$ cat config.mk
export PLATFORM = sky130hd
export DESIGN_NAME = serial_loader
export DESIGN_NICKNAME = d
export VERILOG_FILES = /design/src/rtl/fcpu_pkg.sv /design/src/rtl/serial_loader_byte_packer.sv /design/src/rtl/serial_loader.sv
export SDC_FILE = /design/constraint.sdc
export NUM_CORES = 1
export LEC_CHECK = 0
export BUFFER_PORTS_ARGS = -buffer_cell sky130_fd_sc_hd__buf_2
export CORE_MARGIN = 2
export CORE_UTILIZATION = 50
export CTS_BUF_LIST = sky130_fd_sc_hd__clkbuf_4 sky130_fd_sc_hd__clkbuf_8 sky130_fd_sc_hd__clkbuf_16
export DETAILED_ROUTE_END_ITERATION = 7
export PLACE_DENSITY = 0.72
export SKIP_LAST_GASP = 1
export SYNTH_ARGS = -nofsm -noshare
export SYNTH_HDL_FRONTEND = slang
export SYNTH_HIERARCHICAL = 1
export SYNTH_SLANG_ARGS = --single-unit
$ cat constraint.sdc
create_clock -name clk -period 4 [get_ports clk]
set_input_delay 0.4 -clock clk [delete_from_list [all_inputs] [get_ports clk]]
set_output_delay 0.4 -clock clk [all_outputs]
set_load 0.03 [all_outputs]
$ cat src/rtl/fcpu_pkg.sv
// Shared definitions for the boot loader path.
//   loader_state_t : AXI write FSM states of serial_loader
//   AXI_*          : fixed AXI4 encodings used by single-beat 32-bit writes
package fcpu_pkg;

    typedef enum logic [2:0] {
        RX_LEN,
        RX_DATA,
        WR,
        RESP,
        FIN
    } loader_state_t;

    localparam logic [2:0] AXI_SIZE_4B    = 3'b010;
    localparam logic [1:0] AXI_BURST_INCR = 2'b01;
    localparam logic [1:0] AXI_RESP_OKAY  = 2'b00;

endpackage

$ cat src/rtl/serial_loader_byte_packer.sv
// byte_packer: 8->32 little-endian word assembler.
//   clk, nrst  : clock, synchronous active-low reset
//   din, en    : byte and its accept strobe
//   idx        : index of the next byte within the current group (0..3)
//   word       : assembled word, valid only while word_valid is high
//   word_valid : high in the cycle the 4th byte is accepted
// The 4th byte is merged combinationally so the consumer can register the
// full word on the same edge that accepts the last byte.
module byte_packer (
    input  logic        clk,
    input  logic        nrst,
    input  logic [7:0]  din,
    input  logic        en,
    output logic [1:0]  idx,
    output logic [31:0] word,
    output logic        word_valid
);

    logic [23:0] acc;

    always_ff @(posedge clk) begin
        if (!nrst) begin
            idx <= 2'd0;
            acc <= 24'd0;
        end else if (en) begin
            case (idx)
                2'd0:    acc[7:0]   <= din;
                2'd1:    acc[15:8]  <= din;
                2'd2:    acc[23:16] <= din;
                default: ;
            endcase
            idx <= idx + 2'd1;
        end
    end

    assign word_valid = en && (idx == 2'd3);
    assign word       = {din, acc};

endmodule

$ cat src/rtl/serial_loader.sv
// serial_loader: byte stream to AXI4 write bridge for booting memory.
// Image format: 4-byte little-endian word count N, then N little-endian
// 32-bit words. Word k is written to BASE_ADDR + 4*k with one single-beat
// AXI4 write, one outstanding at a time; done pulses when the image ends.
//   clk, nrst             : clock, synchronous active-low reset
//   i_data/i_valid/i_ready: receive byte stream
//   m_aw*, m_w*, m_b*     : AXI4 write channels (no read side)
//   busy                  : low only when idle waiting for a new count
//   done                  : one-cycle pulse, image complete
//   err                   : sticky, any non-OKAY write response
module serial_loader
    import fcpu_pkg::*;
#(
    parameter int                ADDR_W    = 28,
    parameter logic [ADDR_W-1:0] BASE_ADDR = '0,
    parameter int                ID_W      = 4
) (
    input  logic              clk,
    input  logic              nrst,
    input  logic [7:0]        i_data,
    input  logic              i_valid,
    output logic              i_ready,
    output logic [ID_W-1:0]   m_awid,
    output logic [ADDR_W-1:0] m_awaddr,
    output logic [7:0]        m_awlen,
    output logic [2:0]        m_awsize,
    output logic [1:0]        m_awburst,
    output logic              m_awvalid,
    input  logic              m_awready,
    output logic [31:0]       m_wdata,
    output logic [3:0]        m_wstrb,
    output logic              m_wlast,
    output logic              m_wvalid,
    input  logic              m_wready,
    input  logic [1:0]        m_bresp,
    input  logic              m_bvalid,
    output logic              m_bready,
    output logic              busy,
    output logic              done,
    output logic              err
);

    loader_state_t state;
    logic [31:0]   count;
    logic [31:0]   word_idx;
    logic [1:0]    byte_idx;
    logic [31:0]   pk_word;
    logic          pk_valid;
    logic          byte_hs;
    logic          aw_fin;
    logic          w_fin;

    assign byte_hs = i_valid && i_ready;

    // A single packer serves both the count and the data words; i_ready is
    // only ever high in RX_LEN/RX_DATA so groups never straddle states.
    byte_packer u_packer (
        .clk        (clk),
        .nrst       (nrst),
        .din        (i_data),
        .en         (byte_hs),
        .idx        (byte_idx),
        .word       (pk_word),
        .word_valid (pk_valid)
    );

    // A channel counts as finished once its valid has dropped or is
    // handshaking this cycle; the valid register itself is the done flag.
    assign aw_fin = !m_awvalid || m_awready;
    assign w_fin  = !m_wvalid  || m_wready;

    always_ff @(posedge clk) begin
        if (!nrst) begin
            state     <= RX_LEN;
            count     <= 32'd0;
            word_idx  <= 32'd0;
            m_awaddr  <= BASE_ADDR;
            m_wdata   <= 32'd0;
            i_ready   <= 1'b0;
            m_awvalid <= 1'b0;
            m_wvalid  <= 1'b0;
            m_bready  <= 1'b0;
            done      <= 1'b0;
            err       <= 1'b0;
        end else begin
            done <= 1'b0;
            case (state)
                RX_LEN: begin
                    i_ready <= 1'b1;
                    if (pk_valid) begin
                        count    <= pk_word;
                        word_idx <= 32'd0;
                        m_awaddr <= BASE_ADDR;
                        if (pk_word == 32'd0) begin
                            state   <= FIN;
                            i_ready <= 1'b0;
                            done    <= 1'b1;
                        end else begin
                            state <= RX_DATA;
                        end
                    end
                end
                RX_DATA: begin
                    i_ready <= 1'b1;
                    if (pk_valid) begin
                        m_wdata   <= pk_word;
                        i_ready   <= 1'b0;
                        m_awvalid <= 1'b1;
                        m_wvalid  <= 1'b1;
                        state     <= WR;
                    end
                end
                WR: begin
                    if (m_awvalid && m_awready) m_awvalid <= 1'b0;
                    if (m_wvalid && m_wready)   m_wvalid  <= 1'b0;
                    if (aw_fin && w_fin) begin
                        m_bready <= 1'b1;
                        state    <= RESP;
                    end
                end
                RESP: begin
                    if (m_bvalid) begin
                        m_bready <= 1'b0;
                        if (m_bresp != AXI_RESP_OKAY) err <= 1'b1;
                        word_idx <= word_idx + 32'd1;
                        m_awaddr <= m_awaddr + ADDR_W'(4);
                        if (word_idx + 32'd1 == count) begin
                            state <= FIN;
                            done  <= 1'b1;
                        end else begin
                            state   <= RX_DATA;
                            i_ready <= 1'b1;
                        end
                    end
                end
                FIN: begin
                    state    <= RX_LEN;
                    i_ready  <= 1'b1;
                    word_idx <= 32'd0;
                    m_awaddr <= BASE_ADDR;
                end
                default: state <= RX_LEN;
            endcase
        end
    end

    assign busy      = !((state == RX_LEN) && (byte_idx == 2'd0));
    assign m_awid    = '0;
    assign m_awlen   = 8'd0;
    assign m_awsize  = AXI_SIZE_4B;
    assign m_awburst = AXI_BURST_INCR;
    assign m_wstrb   = 4'hF;
    assign m_wlast   = 1'b1;

endmodule
# --- Word level (Yosys, flattened, before mapping) ---
# Cells that the tools add are included.
op_classes:
  add_sub_neg: 3
  eq_ne: 15
  muxes: 32
  n_reduce_logical: 31
op_table:
  columns: ["cell", "n"]
  rows:
  - ["$pmux W32 S3", 1]
  - ["$pmux W28 S3", 1]
  - ["$mux W32", 2]
  - ["$mux W28", 2]
  - ["$add A32 B1 Y32 const B", 1]
  - ["$eq A32 B32 Y1", 1]
  - ["$logic_not A32 Y1", 1]
  - ["$add A28 B3 Y28 const B", 1]
  - ["$mux W3", 6]
  - ["$reduce_and A3 Y1", 6]
  - ["$mux W1", 14]
  - ["$ne A2 B2 Y1 const B", 7]
  - ["$pmux W3 S4", 1]
  - ["$reduce_and A2 Y1", 5]
  - ["$pmux W1 S2", 4]
  - ["$eq A3 B2 Y1 const B", 2]
  - ["$logic_and A1 B1 Y1", 6]
  - ["$reduce_bool A2 Y1", 3]
  - ["$eq A2 B2 Y1 const B", 2]
  - ["$pmux W1 S4", 1]
  - ["$reduce_and A4 Y1", 1]
  - ["$reduce_bool A4 Y1", 1]
  - ["$eq A3 B1 Y1 const B", 1]
  - ["$eq A3 B3 Y1 const B", 1]
  - ["other kinds (7)", 10]
word_totals:
  register_bits: 159
  inputBits: 16
  out_inout_bits: 89
  wordCells: 96

# --- Longest topological paths before layout ---
# Gate-level depths: netlist of the first run.
logic_depth:
  ltp_word: 5
  depth_mapped: 11
  ltp_nobuf: 10

# --- Hierarchy ---
# Netlist of the first run, hierarchy kept.
modules_own_cells:
  columns: ["mod", "instances", "cells_each", "area_each_um2", "seq_area_each_um2"]
  rows:
  - ["serial_loader", 1, 886, 6696.4, 2622.5]
  - ["byte_packer", 1, 109, 1144.8, 520.5]

# --- Worst setup path after synthesis of the first run ---
# OpenSTA, ideal clock, no wires.
synth_path:
  path_type: "reg2reg"
  startpoint: "register i_ready"
  endpoint: "register m_awaddr[25]"
  setup_time_ps: 71
  t_arrival_ps: 2866
  required_time_ps: 3929
  slack_ps: 1063
  stages_incl_launch_ff: 11
  path_buffers: 1
  period_less_slack_ps: 2937
  path_cell_list: "dfxtp_1 > and2_1 > buf_6 > and2_1 > nor2_1 > o31ai_1 > nand4_1 > nor3_1 > nand3_1 > or3_1 > a21oi_1"
synth_between:
  elab_chain_cells: 4
synth_rtl:
  columns: ["element", "line", "rtl"]
  rows:
  - ["start, declared", "serial_loader.sv:22", "output logic i_ready,"]
  - ["start signal, assigned", "serial_loader.sv:79", "i_ready <= 1'b0;"]
  - ["start signal, assigned", "serial_loader.sv:89", "i_ready <= 1'b1;"]
  - ["start signal, assigned", "serial_loader.sv:96", "i_ready <= 1'b0;"]
  - ["$logic_and A1 B1 Y1", "serial_loader.sv:53", "assign byte_hs = i_valid && i_ready;"]
  - ["net byte_hs", "serial_loader.sv:49", "logic byte_hs;"]
  - ["$logic_and A1 B1 Y1", "serial_loader_byte_packer.sv:36", "assign word_valid = en && (idx == 2'd3);"]
  - ["net pk_valid", "serial_loader.sv:48", "logic pk_valid;"]
  - ["$ne A2 B2 Y1 (no line)", null, null]
  - ["$reduce_and A3 Y1 (no line)", null, null]
  - ["end signal, assigned", "serial_loader.sv:126", "m_awaddr <= m_awaddr + ADDR_W'(4);"]
  - ["end, declared", "serial_loader.sv:24", "output logic [ADDR_W-1:0] m_awaddr,"]
# The timed path passes the listed nets, and every way through them passes these cells.
# A chain may end at the register's enable or synchronous reset.

# --- Final worst setup path of the first run ---
layout_path:
  startpoint: "register word_idx[0]"
  endpoint: "register done"
layout_between:
  elab_chain_cells: 5
layout_rtl:
  columns: ["element", "line", "rtl"]
  rows:
  - ["start, declared", "serial_loader.sv:45", "logic [31:0] word_idx;"]
  - ["start signal, assigned", "serial_loader.sv:125", "word_idx <= word_idx + 32'd1;"]
  - ["$add A32 B1 Y32", "serial_loader.sv:127", "if (word_idx + 32'd1 == count) begin"]
  - ["$eq A32 B32 Y1", "serial_loader.sv:127", null]
  - ["$mux W1", "serial_loader.sv:127", null]
  - ["$mux W1", "serial_loader.sv:122", "if (m_bvalid) begin"]
  - ["$pmux W1 S2", "serial_loader.sv:87", "case (state)"]
  - ["end signal, assigned", "serial_loader.sv:86", "done <= 1'b0;"]
  - ["end signal, assigned", "serial_loader.sv:97", "done <= 1'b1;"]
  - ["end signal, assigned", "serial_loader.sv:129", "done <= 1'b1;"]
  - ["end, declared", "serial_loader.sv:39", "output logic done,"]
# Every way passes these cells.

==> summary by stage, run 1 <==
Placed design
The total of buffers placed on input and output ports is 80. The wire-length estimate of the detail-placed layout is 13300 um. The instance area after placement is 8180 um^2. The routability congestion estimate is 0.913.

Synth
The area of the mapped netlist is 7840 um^2. The warning count from the yosys run is 6. Counting flops and latches in the post-synthesis netlist gives 157. The combinational family with the most area after synthesis is simple AND/OR/NAND/NOR gates.

Counting distinct cell types in the post-synthesis netlist gives 63. The cell count after synthesis is 995. Of the total synthesized cell area, the portion taken by XOR and XNOR cells is 0.0748. Of the total synthesized cell area, the portion taken by AND, OR, NAND and NOR gates is 0.275. Yosys mapped a number of flops with a built-in enable equal to 0. The multiplexer area fraction after synthesis is 0.0332. For this run, the register share of the synthesized area comes to 0.401. The async set-or-reset flop fraction in the synthesized netlist is 0.

Dividing the synthesized area by the synthesized cell count gives 7.88 um^2. Among all flip-flop cells after synthesis, the most frequent one is sky130_fd_sc_hd__dfxtp_1. The post-synthesis compound-gate area fraction is 0.131.

Of the total synthesized cell area, the portion taken by full adders, half adders and majority gates is 0.00957.

Clock network
The clock slew seen by the registers of the worst setup and hold paths is 0.07 ns. The clock latency on the worst-skew pair is 0.43 ns. TritonCTS built the clock tree. Counting along the longest clock path gives a buffer depth of 2.

The CTS root buffer is sky130_fd_sc_hd__clkbuf_16. Clock tree synthesis inserted a total of 17 buffers. The tree built by TritonCTS fans out to 157 sinks. The H-tree generated during clock tree synthesis spans 4 levels.

Buffers added to address setup during post-CTS repair amount to 0. The count of cells resized by post-cts repair is 0. The number of buffers inserted for hold repair after clock tree synthesis is 0.

Drt
The detailed router finished its first iteration with 550 violations. In the final routed layout, each cell accounts on average for 15.2 um. Wires add up to 19200 um. Across all layers, the routed design uses 6873 vias. For this run, design rule violations remaining after detail routing come to 0.

The first-pass iteration count of the detailed router is 5. The number of antenna-violating nets in the routed design is 0. Dividing the detail-routed via count by the number of cells gives 5.45.

Layout
The area growth from synthesis to layout is 11.8%. The repair_antennas step left the layout with diodes totalling 0. Of the cells placed in the final design, the portion with a size suffix greater than 1 is 0.141. The layout has 1399 filler cells. For this run, the share of the core covered by cells in the final layout is 0.575. The finished layout cell area is 8770 um^2. The final net count is 1058.

STA
The clock period minus worst slack is 3.35 ns. Setup repair after global routing left no endpoint under its margin. Adding up every negative setup slack in the final design gives 0 ns. The hold violation count in the final report is 0. The worst max-slew margin expressed relative to the limit is 0.299. Hold is met by 0.253 ns. The share of the clock period used by the worst path is 0.836. The max-slew violation count is 0. Static timing analysis puts the maximum clock frequency at 299 MHz. For the pin with the worst max-slew slack, the measured transition is 1.05 ns.

The clock arrives with 0.0116 ns of skew. The setup-violating endpoint count in the final report is 0.

Die
From bottom edge to top edge, the die measures 129 um. Pin placement for this block handled 105 I/O pins. The number of cell rows is 45. The chip width is 129 um. The die covers 16700 um^2. The core area is 15300 um^2.

The starting density of the core is 0.514.

Global routing
The via count of the first global-routing pass is 6238. The initial antenna violation count was 0. Across every metal layer, demand over resource in global routing totals 0.236. The total grt overflow is 0.

The largest net degree at the start of global routing is 42. The wire length of the first global-routing pass is 31600 um.

Power and ir drop
The total power draw is 3.31 mW. The analysis attributes to cell leakage a power of 3.45 nW. The worst-case IR drop observed on VDD is 0.319 mV. Power spread over the standard cell area amounts to 377 nW/um^2.

Critical path
The required time of the critical path is 4.32 ns. The worst setup path is captured at a flop. Data on the critical path arrives at its endpoint at 3.66 ns. Of all nets on the critical path, the largest fanout is 10.

The category of the critical setup timing path is reg2reg. The critical path startpoint category is a flop.

Run status
The flow ran to the end, and the final reports show no timing, DRC or antenna violations.

Run
The max capacitance violation total is 0.

Min path
The path class of the tightest hold or removal check is in2reg.
## final cells by class
| type | instances | area [um^2] | area share |
|---|---|---|---|
| clock buffer | 18 | 439 | 0.0501 |
| inverter | 14 | 52.6 | 0.00599 |
| tap | 211 | 264 | 0.0301 |
| timing repair buffer | 91 | 483 | 0.0551 |
| multi-input combinational | 755 | 4240 | 0.484 |
| clock inverter | 14 | 148 | 0.0168 |
| sequential | 157 | 3140 | 0.358 |
## synth_stat cells (4+ instances only)
| cell | number | area share |
|---|---|---|
| sky130_fd_sc_hd__inv_1 | 13 | 0.0062 |
| sky130_fd_sc_hd__xnor2_1 | 37 | 0.041 |
| sky130_fd_sc_hd__a21oi_1 | 112 | 0.071 |
| sky130_fd_sc_hd__o31ai_1 | 5 | 0.0048 |
| sky130_fd_sc_hd__nor4_1 | 25 | 0.020 |
| sky130_fd_sc_hd__and3_1 | 11 | 0.0088 |
| sky130_fd_sc_hd__buf_6 | 4 | 0.0057 |
| sky130_fd_sc_hd__mux2i_1 | 26 | 0.033 |
| sky130_fd_sc_hd__a22oi_1 | 5 | 0.0048 |
| sky130_fd_sc_hd__dfxtp_1 | 157 | 0.40 |
| sky130_fd_sc_hd__nand2_2 | 4 | 0.0032 |
| sky130_fd_sc_hd__nand2b_1 | 6 | 0.0048 |
| sky130_fd_sc_hd__clkbuf_1 | 40 | 0.019 |
| sky130_fd_sc_hd__nand2_1 | 215 | 0.10 |
| sky130_fd_sc_hd__nor3_1 | 25 | 0.016 |
| sky130_fd_sc_hd__o31a_1 | 4 | 0.0045 |
| sky130_fd_sc_hd__or3_1 | 7 | 0.0056 |
| sky130_fd_sc_hd__and4_1 | 6 | 0.0067 |
| sky130_fd_sc_hd__buf_2 | 10 | 0.0064 |
| sky130_fd_sc_hd__nand4_1 | 22 | 0.018 |
| sky130_fd_sc_hd__ha_1 | 6 | 0.0096 |
| sky130_fd_sc_hd__o21ai_0 | 30 | 0.019 |
| sky130_fd_sc_hd__a311oi_1 | 4 | 0.0045 |
| sky130_fd_sc_hd__nor2_1 | 71 | 0.034 |
| sky130_fd_sc_hd__xor2_1 | 30 | 0.034 |
| sky130_fd_sc_hd__and2_1 | 6 | 0.0048 |
| sky130_fd_sc_hd__nor2b_1 | 4 | 0.0032 |
| sky130_fd_sc_hd__nand3_1 | 26 | 0.017 |
| sky130_fd_sc_hd__buf_4 | 34 | 0.033 |
## layout by cell type (no fill, tap or decap), drive strengths merged, types with 26 or more instances in the layout
cell type and n:
o21ai 30, xnor2 37, mux2i 26, nand2 222, buf 91, nor4 28
xor2 30, nand3 27, nor2 71, dfxtp 157, a21oi 112
## metrics by stage
| step | std cells | setup slack [ns] |
|---|---|---|
| after CTS | 1260 | 0.667 |
| after floorplan | 1017 | 1.06 |
| final | 1260 | 0.655 |
| after detailed placement | 1228 | 0.723 |
| after global routing | 1260 | 0.343 |
| after global placement | 1228 | 0.888 |
## state kept, by name, summed over array words and instances, names as in the netlist
register      flops
u_packer/acc     24
m_wvalid          1
m_awaddr         26
err               1
i_ready           1
count            32
m_awvalid         1
done              1
m_bready          1
state             3
u_packer/idx      2
m_wdata          32
word_idx         32
## critical path: stages, from the launching register on
cell	delay, ns
sky130_fd_sc_hd__dfxtp_1	0.45
sky130_fd_sc_hd__ha_1	0.34
sky130_fd_sc_hd__nand3_2	0.24
sky130_fd_sc_hd__or3_1	0.42
sky130_fd_sc_hd__a2111oi_0	0.44
sky130_fd_sc_hd__nand4_1	0.15
sky130_fd_sc_hd__nor4_1	0.34
sky130_fd_sc_hd__nand4_1	0.28
sky130_fd_sc_hd__o31a_1	0.32
sky130_fd_sc_hd__nor4_1	0.26
## where the power goes
| part | total [mW] | internal (mW) | switching [mW] |
|---|---|---|---|
| logic | 0.121 | 0.0277 | 0.0933 |
| clock network | 1.60 | 0.897 | 0.705 |
| registers | 1.58 | 1.57 | 0.0111 |
## path summary, 6_finish.rpt
| kind | start | to | slack [ns] | cells after the start |
|---|---|---|---|---|
| worst max-delay path | word_idx[0] | done | 0.65 | 9 |
| worst min-delay path | i_data[1] | m_wdata[25] | 0.25 | 3 |
| worst max register to register | word_idx[0] | done | 0.65 | 9 |
| worst min register to register | err | err | 0.44 | 2 |
## metal layers
metal	global-route usage	wire length (um)	up-vias
li1	-	-	3456
met1	0.323	8990	3172
met2	0.371	8730	222
met3	0.0541	1120	23
met4	0.0780	371	0
met5	0	0	-
## kinds of logic (layout without fill, tap and decap cells)
group,Yosys count,in the layout
AO/OA/AOI/OAI,182,182
XOR/XNOR,67,67
adder cells (fa/ha/maj),6,6
buffers and inverters,105,137
flip-flops,157,157
multiplexers,26,26
other,2,24
AND/OR/NAND/NOR,450,450
No activity file was read; power rests on OpenSTA's default activity.
==> run 2: changes to the inputs <==
Clock period 4 ns to 3.5 ns, I/O delays scaled along.
==> summary by stage, run 2 (synthesis gave the netlist of run 1 again) <==
Layout
The antenna diode count is 0 (unchanged). Most frequent cells in the layout: sky130_fd_sc_hd__nand2_1 (215), sky130_fd_sc_hd__dfxtp_1 (157), sky130_fd_sc_hd__a21oi_1 (112), sky130_fd_sc_hd__buf_2 (80), sky130_fd_sc_hd__nor2_1 (71) (unchanged). The final net count is 1068 (was 1058). The finished layout cell area was 8850 um^2 (was 8770 um^2).

The proportion of layout cells with a drive suffix above 1 was 0.148 (was 0.141). The utilization after layout is 0.580 (was 0.575). The most common cell after layout, fill and taps aside is sky130_fd_sc_hd__nand2_1 (unchanged). Largest registers in the final layout: count (32), m_wdata (32), word_idx (32) (unchanged). The layout-stage area growth over the synthesis result is 12.9% (was 11.8%).

The count of fill cells added during filler insertion is 1434 (was 1399).

Die
The number of cell rows was 45 (unchanged). The floorplan die area is 16700 um^2 (unchanged). The chip width came to 129 um (unchanged). The die height is 129 um (unchanged).

The core area is 15300 um^2 (unchanged). The starting density of the core is 0.514 (unchanged). The I/O pin total is 105 (unchanged).

Run status
Run status: finished, final reports clean (unchanged).

Global routing
The overall global routing resource usage is 0.233 (was 0.236). The largest net degree at the start of global routing is 53 (was 42). The total grt overflow is 0 (unchanged). The via count of the first global-routing pass is 6240 (was 6238). The wire length of the first global-routing pass came to 31000 um (was 31600 um). The initial antenna violation count came to 0 (unchanged).

Clock network
The clock slew seen by the registers of the worst setup and hold paths came to 0.06 ns (was 0.07 ns). The number of H-tree levels came to 4 (unchanged). The number of clock sinks was 157 (unchanged). The largest buffer count on any clock path is 2 (unchanged).

The count of cells resized by post-cts repair is 0 (unchanged). The clock latency on the worst-skew pair was 0.43 ns (about the same). The clock buffer count from CTS is 17 (unchanged).

The post-CTS setup buffer count is 0 (unchanged). The CTS root buffer is sky130_fd_sc_hd__clkbuf_16 (unchanged). The number of buffers inserted for hold repair after clock tree synthesis is 0 (unchanged).

The clock tree from TritonCTS is built (unchanged).

Critical path
The required time of the critical path is 3.84 ns (was 4.32 ns). The critical path startpoint category is a flop (unchanged). The reg2reg setup slack is 0.20 ns (was 0.65 ns). The top fanout value on the critical path is 10 (unchanged). The type of element capturing the critical path is a flop (unchanged). The signal arrival time at the worst endpoint is 3.65 ns (was 3.66 ns).

The category of the critical setup timing path is reg2reg (unchanged).

STA
The peak clock frequency supported by timing was 303 MHz (was 299 MHz). The final setup slack of the worst path was 0.198 ns (was 0.655 ns). The setup-violating endpoint count in the final report is 0 (unchanged). The hold violation count in the final report was 0 (unchanged).

The slew at the pin closest to its max-slew limit is 0.999 ns (was 1.05 ns). The final worst hold slack is 0.211 ns (was 0.253 ns). Setup repair after global routing missed its margin: no (unchanged). The max-slew violation count was 0 (unchanged).

The worst clock skew is 0.00924 ns (was 0.0116 ns). The worst max-slew margin expressed relative to the limit is 0.332 (was 0.299). The share of the clock period used by the worst path is 0.943 (was 0.836).

The clock period minus worst slack was 3.30 ns (was 3.35 ns). The sum of negative setup slack is 0 ns (unchanged).

Placed design
The total of buffers placed on input and output ports is 80 (unchanged). The routability congestion estimate is 0.938 (was 0.913). The HPWL after detailed placement is 13300 um (about the same). The post-place setup slack is 0.281 ns (was 0.723 ns). The instance area after placement is 8260 um^2 (was 8180 um^2).

Power and ir drop
The maximum vdd ir drop is 0.488 mV (was 0.319 mV). The leakage power summed over all cells came to 3.50 nW (was 3.45 nW). The power per standard cell area is 431 nW/um^2 (was 377 nW/um^2).

Drt
The DRC marker count from the first detailed-route iteration is 484 (was 550). The number of antenna-violating nets in the routed design is 0 (unchanged). The number of DRC violations after detailed routing is 0 (unchanged).

The aggregate routed wire length is 19100 um (was 19200 um). The first-pass iteration count of the detailed router came to 5 (unchanged). The average routed wire per standard cell is 15.1 um (was 15.2 um). The average via count per standard cell is 5.47 (was 5.45). The via count was 6930 (was 6873).

Run
The max capacitance violation total is 0 (unchanged).

Min path
The type of the worst min-delay path is in2reg (unchanged).
run 2: path summary, 6_finish.rpt:
path	startpoint	endpoint	cells past startpoint
setup / recovery	word_idx[0]	state[2]	9
hold / removal	i_data[4]	count[28]	3
setup reg to reg	word_idx[0]	state[2]	9
hold reg to reg	err	err	2
run 2: layer usage:
metal  track usage  vias to the layer above  wire length, um
met1         0.310                     3200             8720
met5             0                        -                0
met3        0.0516                       41             1250
met2         0.361                      221             8570
met4         0.107                        0              545
li1              -                     3468                -
run 2: critical path, stage by stage, from the launching register on:
cell	delay, ns
sky130_fd_sc_hd__dfxtp_1	0.44
sky130_fd_sc_hd__ha_1	0.33
sky130_fd_sc_hd__nand3_2	0.24
sky130_fd_sc_hd__or3_1	0.43
sky130_fd_sc_hd__a2111oi_1	0.51
sky130_fd_sc_hd__nand4_1	0.14
sky130_fd_sc_hd__nor4_1	0.29
sky130_fd_sc_hd__nand4_1	0.29
sky130_fd_sc_hd__o41a_1	0.39
sky130_fd_sc_hd__nor3b_1	0.16
run 2: where the power goes:
group	internal [mW]	switching (mW)
sequential	1.80	0.0134
combinational	0.0324	0.106
clock	1.10	0.759
run 2: layout make-up:
type                       instances  area [um^2]  share of cell area
tap                              211          264              0.0298
sequential                       157         3140               0.355
multi-input combinational        755         4240               0.479
clock buffer                      20          460              0.0520
timing repair buffer             101          558              0.0631
inverter                          14         52.6             0.00594
clock inverter                    10          130              0.0147
run 2: through the flow:
step | total power, mW | cells
2_1_floorplan | 1.98 | 1017
3_3_place_gp | 1.99 | 1238
3_5_place_dp | 1.99 | 1238
4_1_cts | 3.84 | 1268
5_1_grt | 3.92 | 1268
6_report | 3.81 | 1268
==> run 3: changes to the inputs <==
Settings changed: PLACE_DENSITY 0.72 to 0.74.
Clock period 3.5 ns to 2.8 ns, I/O delays scaled along.
==> summary by stage, run 3 (synthesis gave the netlist of run 1 again) <==
Layout
Most frequent cells in the layout: sky130_fd_sc_hd__nand2_1 (214), sky130_fd_sc_hd__dfxtp_1 (151), sky130_fd_sc_hd__a21oi_1 (112), sky130_fd_sc_hd__buf_2 (80), sky130_fd_sc_hd__nor2_1 (71) (was sky130_fd_sc_hd__nand2_1 (215), sky130_fd_sc_hd__dfxtp_1 (157), sky130_fd_sc_hd__a21oi_1 (112), sky130_fd_sc_hd__buf_2 (80), sky130_fd_sc_hd__nor2_1 (71)). The most common cell after layout, fill and taps aside is sky130_fd_sc_hd__nand2_1 (unchanged). The layout-stage area growth over the synthesis result is 18.7% (was 12.9%).

The final net count came to 1118 (was 1068). The proportion of layout cells with a drive suffix above 1 is 0.204 (was 0.148). The non-filler instance count after layout is 1319 (was 1268).

Largest registers in the final layout: count (32), m_wdata (32), word_idx (32) (unchanged). The antenna diode count is 0 (unchanged). The count of fill cells added during filler insertion was 1383 (was 1434).

Global routing
The overall global routing resource usage was 0.246 (was 0.233). The largest net degree at the start of global routing is 56 (was 53). The total grt overflow is 0 (unchanged). The global-route track usage on met2 came to 0.395 (was 0.361).

The initial antenna violation count is 0 (unchanged). The wire length of the first global-routing pass is 32800 um (was 31000 um). The global-route met3 utilization is 0.0417 (was 0.0516).

The most utilized layer in the global route result is met2 (unchanged). The met1 usage is 0.331 (was 0.310). The via count of the first global-routing pass came to 6523 (was 6240).

Critical path
The cell repeated most along the worst path was sky130_fd_sc_hd__buf_4 (was sky130_fd_sc_hd__nand4_1). The required time of the critical path was 3.15 ns (was 3.84 ns). The dominant delay contributor by cell family on the critical path is simple AND/OR/NAND/NOR gates (unchanged). The slowest library cell on the worst path is sky130_fd_sc_hd__o41a_1 (was sky130_fd_sc_hd__a2111oi_1).

The top fanout value on the critical path is 8 (was 10). The delay of the slowest critical-path stage is 0.47 ns (was 0.51 ns). The critical path startpoint category is a flop (unchanged). The category of the critical setup timing path is reg2reg (unchanged).

CP cell instances: buf_4 -> nand4_1 -> buf_4 -> nor4_4 -> buf_4 -> nand3_1 -> o2bb2ai_1 -> nor4_2 -> nand4_1 -> o41a_1 -> nor3b_2 (was ha_1 -> nand3_2 -> or3_1 -> a2111oi_1 -> nand4_1 -> nor4_1 -> nand4_1 -> o41a_1 -> nor3b_1). The type of element capturing the critical path is a flop (unchanged). The sum of buffers and inverters on the critical path is 3 (was 0). The signal arrival time at the worst endpoint is 3.12 ns (was 3.65 ns).

STA
The share of the clock period used by the worst path is 0.988 (was 0.943). The worst max-slew margin expressed relative to the limit is 0.545 (was 0.332). The clock period minus worst slack came to 2.77 ns (was 3.30 ns). The worst clock skew is 0.00839 ns (was 0.00924 ns).

Setup repair after global routing missed its margin: yes (was no). The sum of negative setup slack is 0 ns (unchanged). The peak clock frequency supported by timing is 361 MHz (was 303 MHz). The slew at the pin closest to its max-slew limit came to 0.680 ns (was 0.999 ns). The setup-violating endpoint count in the final report is 0 (unchanged). The max-slew violation count is 0 (unchanged). The hold violation count in the final report is 0 (unchanged).

Clock network
The largest buffer count on any clock path came to 2 (unchanged). The clock latency on the worst-skew pair was 0.43 ns (about the same). The number of clock sinks is 157 (unchanged). The clock slew seen by the registers of the worst setup and hold paths is 0.06 ns (about the same). The clock buffer count from CTS was 17 (unchanged). The number of H-tree levels was 4 (unchanged). The clock tree from TritonCTS is built (unchanged). The CTS root buffer is sky130_fd_sc_hd__clkbuf_16 (unchanged).

Min path
The type of the worst min-delay path is in2reg (unchanged).

Placed design
The HPWL after detailed placement is 14200 um (was 13300 um). The total of buffers placed on input and output ports is 80 (unchanged). The number of cells after detailed placement is 1282 (was 1238).

The routability congestion estimate is 0.897 (was 0.938).

Die
The floorplan die area was 16700 um^2 (unchanged). The die height is 129 um (unchanged). The I/O pin total was 105 (unchanged).

The core area was 15300 um^2 (unchanged). The chip width was 129 um (unchanged). The starting density of the core is 0.514 (unchanged). The number of cell rows was 45 (unchanged).

Run
The max capacitance violation total is 0 (unchanged).

Power and ir drop
The maximum vdd ir drop is 0.549 mV (was 0.488 mV). The leakage power summed over all cells is 3.78 nW (was 3.50 nW). The power per standard cell area is 502 nW/um^2 (was 431 nW/um^2).

The total power draw came to 4.67 mW (was 3.81 mW).

Drt
The DRC marker count from the first detailed-route iteration is 524 (was 484). The aggregate routed wire length is 20400 um (was 19100 um). The average via count per standard cell is 5.48 (was 5.47). The first-pass iteration count of the detailed router was 6 (was 5). The via count is 7224 (was 6930). The number of antenna-violating nets in the routed design is 0 (unchanged). The number of DRC violations after detailed routing is 0 (unchanged). The average routed wire per standard cell is 15.4 um (was 15.1 um).

Run status
Run status: finished, final reports clean (unchanged).
[run 3: timing repair]
item | CTS | global route
hold buffers | 0 | 0
setup endpoints to repair | 1 | 11
buffers inserted | 0 | 6
pin swaps | 1 | 10
resized for setup | 1 | 24
hold endpoints to repair | 0 | 0
[run 3: cell type report]
cell class / count / area, um^2 / area share
multi-input cells: 755 / 4320 / 0.464
inverters: 14 / 52.6 / 0.00565
flip-flops and latches: 157 / 3150 / 0.339
well taps: 211 / 264 / 0.0284
clock inverters: 11 / 108 / 0.0116
clock buffers: 20 / 460 / 0.0495
repair buffers: 151 / 953 / 0.102
[run 3: path summary, 6_finish.rpt]
check	from	endpoint	slack [ns]	cells after the start
min reg2reg	err	err	0.44	2
min	i_data[2]	count[26]	0.13	3
max	word_idx[11]	state[2]	0.03	11
max reg2reg	word_idx[11]	state[2]	0.03	11
[run 3: routing by layer]
metal,vias up,part of all wire
li1,3576,-
met1,3393,0.46
met2,221,0.47
met3,34,0.050
met4,0,0.020
met5,-,0
[run 3: stage by stage]
stage / hold WS [ns] / setup slack (ns) / utilization / area, um^2
floorplan: 0.398 / 0.0441 / - / 7930
global placement: 0.431 / 0.0281 / 0.563 / 8590
CTS: 0.124 / 0.0106 / 0.601 / 9170
global route: 0.123 / -0.0653 / 0.610 / 9310
finish: 0.130 / 0.0333 / 0.610 / 9310
detailed placement: 0.439 / -0.00893 / 0.563 / 8590
[run 3: report_power, final]
part | total (mW) | switching, mW | internal (mW)
Clock | 2.23 | 0.950 | 1.28
Sequential | 2.26 | 0.0165 | 2.25
Combinational | 0.179 | 0.135 | 0.0439
[run 3: worst min-delay path, stage by stage]
cell and delay, ns:
sky130_fd_sc_hd__buf_2 0.13, sky130_fd_sc_hd__nand2_1 0.06, sky130_fd_sc_hd__a21oi_1 0.05
